### config.mk
export PLATFORM = sky130hd
export DESIGN_NAME = trail_collision_reader
export DESIGN_NICKNAME = d
export VERILOG_FILES = /design/src/rtl/trail_collision_reader.sv
export SDC_FILE = /design/constraint.sdc
export NUM_CORES = 1
export LEC_CHECK = 0
export BUFFER_PORTS_ARGS = -buffer_cell sky130_fd_sc_hd__buf_2
export CORE_UTILIZATION = 55
export CTS_CLUSTER_DIAMETER = 60
export DETAILED_ROUTE_END_ITERATION = 10
export PLACE_DENSITY = 0.75
export SLEW_MARGIN = 20
export SYNTH_ARGS = -nofsm -noshare
export SYNTH_HDL_FRONTEND = slang
export SYNTH_SLANG_ARGS = --single-unit
### constraint.sdc
create_clock -name Clk -period 4.8 [get_ports Clk]
set_input_delay 0.48 -clock Clk [delete_from_list [all_inputs] [get_ports Clk]]
set_output_delay 0.48 -clock Clk [all_outputs]
set_load 0.01 [all_outputs]
### src/rtl/trail_collision_reader.sv
// Per-frame collision check for two light-cycle bikes: probes each bike's next cell
// in the trail frame buffer, checks for walls and head-on hits, and sets sticky crash flags.
module trail_collision_reader (
    input  logic        Clk,
    input  logic        Reset,
    input  logic        frame_clk,
    input  logic [2:0]  Game_State,
    input  logic [7:0]  Blue_X,
    input  logic [7:0]  Blue_Y,
    input  logic [7:0]  Red_X,
    input  logic [7:0]  Red_Y,
    input  logic [1:0]  Blue_dir,
    input  logic [1:0]  Red_dir,
    output logic [19:0] rd_addr,
    output logic        rd_en,
    input  logic [15:0] rd_data,
    output logic        collision_blue,
    output logic        collision_red,
    output logic        check_done
);

    localparam logic [2:0] PLAYING = 3'b010;

    typedef enum logic [2:0] {IDLE, CALC, B0, B1, R0, R1, RLAST, RESOLVE} state_t;

    typedef struct packed {
        logic [7:0] x;
        logic [7:0] y;
    } cell_t;

    function automatic cell_t next_cell(input logic [7:0] x, input logic [7:0] y,
                                        input logic [1:0] dir);
        cell_t n;
        n.x = x;
        n.y = y;
        case (dir)
            2'b00:   n.y = y - 8'd1;
            2'b01:   n.y = y + 8'd1;
            2'b10:   n.x = x - 8'd1;
            default: n.x = x + 8'd1;
        endcase
        return n;
    endfunction

    // A step off the left/top edge wraps to 255, so one >= 224 test covers all four walls.
    function automatic logic is_wall(input cell_t c);
        return (c.x >= 8'd224) || (c.y >= 8'd224);
    endfunction

    // Each cell is two 16-bit words wide; the buffer row pitch is 1280 words with a 20-cell border.
    function automatic logic [19:0] base_addr(input cell_t c);
        return ((20'(c.x) + 20'd20) << 1) + 20'd1280 * (20'(c.y) + 20'd20);
    endfunction

    state_t      state_q, state_d;
    logic        frame_prev_q, frame_prev_d;
    cell_t       blue_nxt_q, blue_nxt_d, red_nxt_q, red_nxt_d;
    logic        blue_wall_q, blue_wall_d, red_wall_q, red_wall_d;
    logic        blue_occ_q, blue_occ_d, red_occ_q, red_occ_d;
    logic        col_blue_q, col_blue_d, col_red_q, col_red_d;

    logic        playing;
    logic [19:0] blue_base, red_base;

    assign playing   = (Game_State == PLAYING);
    assign blue_base = base_addr(blue_nxt_q);
    assign red_base  = base_addr(red_nxt_q);

    // NOTE: every signal written here gets a default first, so no path can infer a latch.
    always_comb begin
        state_d      = state_q;
        frame_prev_d = frame_clk;
        blue_nxt_d   = blue_nxt_q;
        red_nxt_d    = red_nxt_q;
        blue_wall_d  = blue_wall_q;
        red_wall_d   = red_wall_q;
        blue_occ_d   = blue_occ_q;
        red_occ_d    = red_occ_q;
        col_blue_d   = col_blue_q;
        col_red_d    = col_red_q;
        rd_en        = 1'b0;
        rd_addr      = '0;
        check_done   = 1'b0;

        case (state_q)
            IDLE: if (playing && frame_clk && !frame_prev_q) state_d = CALC;
            CALC: begin
                blue_nxt_d  = next_cell(Blue_X, Blue_Y, Blue_dir);
                red_nxt_d   = next_cell(Red_X, Red_Y, Red_dir);
                blue_wall_d = is_wall(next_cell(Blue_X, Blue_Y, Blue_dir));
                red_wall_d  = is_wall(next_cell(Red_X, Red_Y, Red_dir));
                blue_occ_d  = 1'b0;
                red_occ_d   = 1'b0;
                state_d     = B0;
            end
            B0: begin
                rd_en   = !blue_wall_q;
                rd_addr = blue_wall_q ? 20'd0 : blue_base;
                state_d = B1;
            end
            B1: begin
                rd_en   = !blue_wall_q;
                rd_addr = blue_wall_q ? 20'd0 : blue_base + 20'd1;
                if (!blue_wall_q && rd_data != 16'd0) blue_occ_d = 1'b1;
                state_d = R0;
            end
            R0: begin
                rd_en   = !red_wall_q;
                rd_addr = red_wall_q ? 20'd0 : red_base;
                if (!blue_wall_q && rd_data != 16'd0) blue_occ_d = 1'b1;
                state_d = R1;
            end
            R1: begin
                rd_en   = !red_wall_q;
                rd_addr = red_wall_q ? 20'd0 : red_base + 20'd1;
                if (!red_wall_q && rd_data != 16'd0) red_occ_d = 1'b1;
                state_d = RLAST;
            end
            RLAST: begin
                if (!red_wall_q && rd_data != 16'd0) red_occ_d = 1'b1;
                state_d = RESOLVE;
            end
            RESOLVE: begin
                col_blue_d = col_blue_q | blue_wall_q | blue_occ_q | (blue_nxt_q == red_nxt_q);
                col_red_d  = col_red_q | red_wall_q | red_occ_q | (blue_nxt_q == red_nxt_q);
                check_done = 1'b1;
                state_d    = IDLE;
            end
            default: state_d = IDLE;
        endcase

        // Leaving play abandons any partial check and clears the crash flags.
        if (!playing) begin
            state_d    = IDLE;
            col_blue_d = 1'b0;
            col_red_d  = 1'b0;
        end
    end

    // NOTE: state registers use non-blocking assignments so all flops update together.
    always_ff @(posedge Clk) begin
        if (Reset) begin
            state_q      <= IDLE;
            frame_prev_q <= 1'b0;
            blue_nxt_q   <= '0;
            red_nxt_q    <= '0;
            blue_wall_q  <= 1'b0;
            red_wall_q   <= 1'b0;
            blue_occ_q   <= 1'b0;
            red_occ_q    <= 1'b0;
            col_blue_q   <= 1'b0;
            col_red_q    <= 1'b0;
        end else begin
            state_q      <= state_d;
            frame_prev_q <= frame_prev_d;
            blue_nxt_q   <= blue_nxt_d;
            red_nxt_q    <= red_nxt_d;
            blue_wall_q  <= blue_wall_d;
            red_wall_q   <= red_wall_d;
            blue_occ_q   <= blue_occ_d;
            red_occ_q    <= red_occ_d;
            col_blue_q   <= col_blue_d;
            col_red_q    <= col_red_d;
        end
    end

    assign collision_blue = col_blue_q;
    assign collision_red  = col_red_q;

endmodule

==> run_results.csv <==
group,metric,value,unit
pwr,power_leakage,2.55,nW
placement,place_ws,1.19,ns
synth,synth_top_family_by_area,"compound AO/OA/AOI/OAI gates",
setup_path,critical_path.most_common_cell,"ha_1",
setup_path,worst_r2r_endpoint,"red_wall_q",
setup_path,r2r_setup_slack,2.54,ns
die,die_h,97.1,um
sta,rsz0062_at_grt,"no",
clocking,numCtsBuffers,5,
sta,post-route-period-util,81.8,%
routing,wl,11600,um
global_routing,use_met2,43.5,%
sta,worst_slack,0.871,ns
global_routing,grt_overflow,0,
synth,avgSynthCellArea,8.08,sq um
synth,async_flop_share,0,%
placement,gp_congestion,0.847,
setup_path,path_max_fanout,6,
synth,synth_cells,616,
global_routing,grt_max_degree,39,
synth,syn_area,4980,sq um
global_routing,grtUsageMet1,34.3,%
clocking,clkSinkCount,42,
routing,wl_per_cell,14.6,um
setup_path,crit_buf_inv,2,
sta,tightest_slew,0.671,ns
clocking,cts_resized,0,
pwr,ir_drop,0.127,mV
hold_path,hold_end,"frame_prev_q",
synth,synth_seq_cells,42,
cells_and_area,n_fill_cell,783,
setup_path,ff2ff_path_depth,9,
routing,drc,0,
sta,period_needed,3.93,ns
run,maxCapViolations,0,
sta,fin_skew,0.00378,ns
die,rows,34,
synth,synth-edff-count,0,
outcome,outcome,"completed",
cells_and_area,final_common_cell,"buf_2",
clocking,worstSkewPairLatency,0.30,ns
clocking,tritoncts,"done",
synth,synth-adder-area-share,18.8,%
synth,synthFlopType,"dfxtp_1",
clocking,post_cts_buffers,0,
hold_path,hold_class,"input pin to flip-flop",
global_routing,gr-usage-met3,1.87,%
die,pin_count,82,
cells_and_area,design_area,5550,sq um
cells_and_area,antennaDiodeCount,0,
clocking,h-tree-depth,2,
routing,firstDrtPassIters,4,
routing,drt_iter0_drc,143,
placement,port-buffer-count,81,
sta,holdWs,0.405,ns
global_routing,first_global_vias,4404,
global_routing,antenna_found_initial,0,
routing,ant_nets,0,
setup_path,crit_family,"simple AND/OR/NAND/NOR gates",
placement,hpwl,9480,um
routing,vias,4560,
sta,slew_headroom,55.2,%
hold_path,hold_path_depth,2,
cells_and_area,layout.nets,813,
sta,fmax,0.255,GHz
clocking,clk_path_buf_depth,2,
sta,tns,0,ns
clocking,clkSlewWorstSetupHoldPaths,0.08,ns
synth,synth.yosys.seq_area_share,16.9,%
global_routing,grt.total_usage,25.2,%
synth,muxShareOfSynthArea,2.82,%
setup_path,cp-end-kind,"output port",
synth,synth-compound-area-share,24.4,%
synth,yosys.area_share.simple,18.5,%
pwr,p_per_area,143,nW/um^2
sta,drv_slew,0,
clocking,cts_root_buffer,"clkbuf_8",
die,dieArea,9430,sq um
setup_path,crit_path_start_kind,"flip-flop",
setup_path,reg2reg_from,"state_q[1]",
die,die_x,97.1,um
synth,synthesis.nets,744,
global_routing,busiest_layer,"met2",
synth,yosys_warnings,0,
hold_path,min_from,"frame_clk",
setup_path,worstSetupPathType,"flip-flop to output port",
setup_path,path_cells,"ha_1 -> o2111ai_1 -> inv_1 -> ha_1 -> ha_1 -> or3b_2 -> o221ai_1 -> or3_1 -> nand4_1 -> nor2_1 -> xor2_1 -> o22ai_1 -> buf_2",
die,coreArea,8720,sq um
setup_path,crit_required,4.32,ns
global_routing,grt_first_pass_wirelength,20200,um
cells_and_area,syn2layout_area_growth,11.5,%
clocking,cts_hold_buf,0,
synth,synth_xor_area_share,14.6,%
sta,report.final.hold_viol_count,0,
placement,place_area,5460,sq um
sta,setup-violations-final,0,
cells_and_area,drive_gt1_share,16.5,%
setup_path,max_stage_delay,0.46,ns
cells_and_area,final_cell_mix,"81 x buf_2, 71 x nor2_1, 62 x ha_1",
setup_path,slowest_stage,"or3b_2",
setup_path,cp.arrival,3.45,ns
routing,vias_per_cell,5.74,
die,start_util,57.1,%
synth,yosysUniqueCellTypes,65,
worst max-delay path by stage:
stage | depth (start not counted) | startpoint | slack [ns] | endpoint
finish | 13 | blue_nxt_q[2] | 0.87 | rd_addr[18]
detailed placement | 13 | blue_nxt_q[4] | 1.19 | rd_addr[18]
global placement | 13 | blue_nxt_q[4] | 1.30 | rd_addr[18]
global route | 13 | blue_nxt_q[2] | 0.58 | rd_addr[18]
floorplan | 12 | red_nxt_q[2] | 1.53 | rd_addr[18]
CTS | 13 | blue_nxt_q[2] | 0.85 | rd_addr[18]
report_power, final:
part | leakage (nW) | internal [W] | switching, W
sequential | 0.339 | 0.000350 | 0.00000187
combinational | 2.17 | 0.0000998 | 0.000118
clock | 0.0441 | 0.000102 | 0.000123
total | 2.55 | 0.000551 | 0.000243
cell usage after synthesis (4+ instances only):
cell / number / area (sq um)
inv_1: 29 / 109
o21ai_1: 5 / 25.0
nor4_1: 12 / 75.1
or3_1: 4 / 25.0
o2111a_1: 4 / 45.0
mux2i_1: 14 / 140
nand2b_1: 9 / 56.3
nor3_1: 13 / 65.1
nand4_1: 4 / 25.0
ha_1: 62 / 776
a211oi_1: 24 / 180
a21oi_1: 36 / 180
a21o_1: 9 / 67.6
clkbuf_1: 10 / 37.5
o31a_1: 4 / 35.0
o21ai_0: 26 / 130
nand2_1: 41 / 154
o211ai_1: 4 / 30.0
nand3_1: 5 / 25.0
xnor2_1: 35 / 307
nor2_1: 71 / 267
nor3b_1: 5 / 37.5
a22o_1: 5 / 43.8
nor2b_1: 11 / 68.8
buf_1: 5 / 18.8
buf_2: 7 / 35.0
fa_1: 8 / 160
o21a_1: 9 / 67.6
xor2_1: 44 / 385
dfxtp_1: 42 / 841
o22ai_1: 16 / 100
through the flow:
stage | total power, W | cells | utilization [%]
after floorplan | 0.000519 | 616 | -
after global placement | 0.000570 | 786 | 62.6
after detailed placement | 0.000577 | 786 | 62.6
after CTS | 0.000799 | 794 | 63.6
after global routing | 0.000839 | 794 | 63.6
final | 0.000795 | 794 | 63.6
cell type report:
cell class | instances | area, sq um | area share (%)
clock buffers | 5 | 68.8 | 1.24
clock inverters | 3 | 21.3 | 0.383
inverters | 29 | 109 | 1.96
multi-input cells | 523 | 3950 | 71.1
flip-flops and latches | 42 | 841 | 15.2
well taps | 108 | 135 | 2.44
repair buffers | 84 | 428 | 7.71
flip-flops by register name, summed over array words and instances, names as in the netlist:
signal and cells:
blue_nxt_q 16, blue_occ_q 1, blue_wall_q 1, collision_blue 1
collision_red 1, frame_prev_q 1, red_nxt_q 16, red_occ_q 1
red_wall_q 1, state_q 3
cells by family (layout without fill, tap and decap cells):
logic type	count (synthesis)	count (layout)
xor+xnor	81	81
mux	14	14
buf+inv	51	121
compound gates	170	170
fa+ha+maj	70	70
flops	42	42
simple gates	188	188
layer usage:
layer,vias up,part of all wire (%),routed length (um)
met4,0,1.3,147
met2,81,48,5550
li1,2368,-,-
met1,2099,48,5580
met5,-,0,0
met3,12,2.4,275
Note: power is estimated with default switching activity, not from simulation.
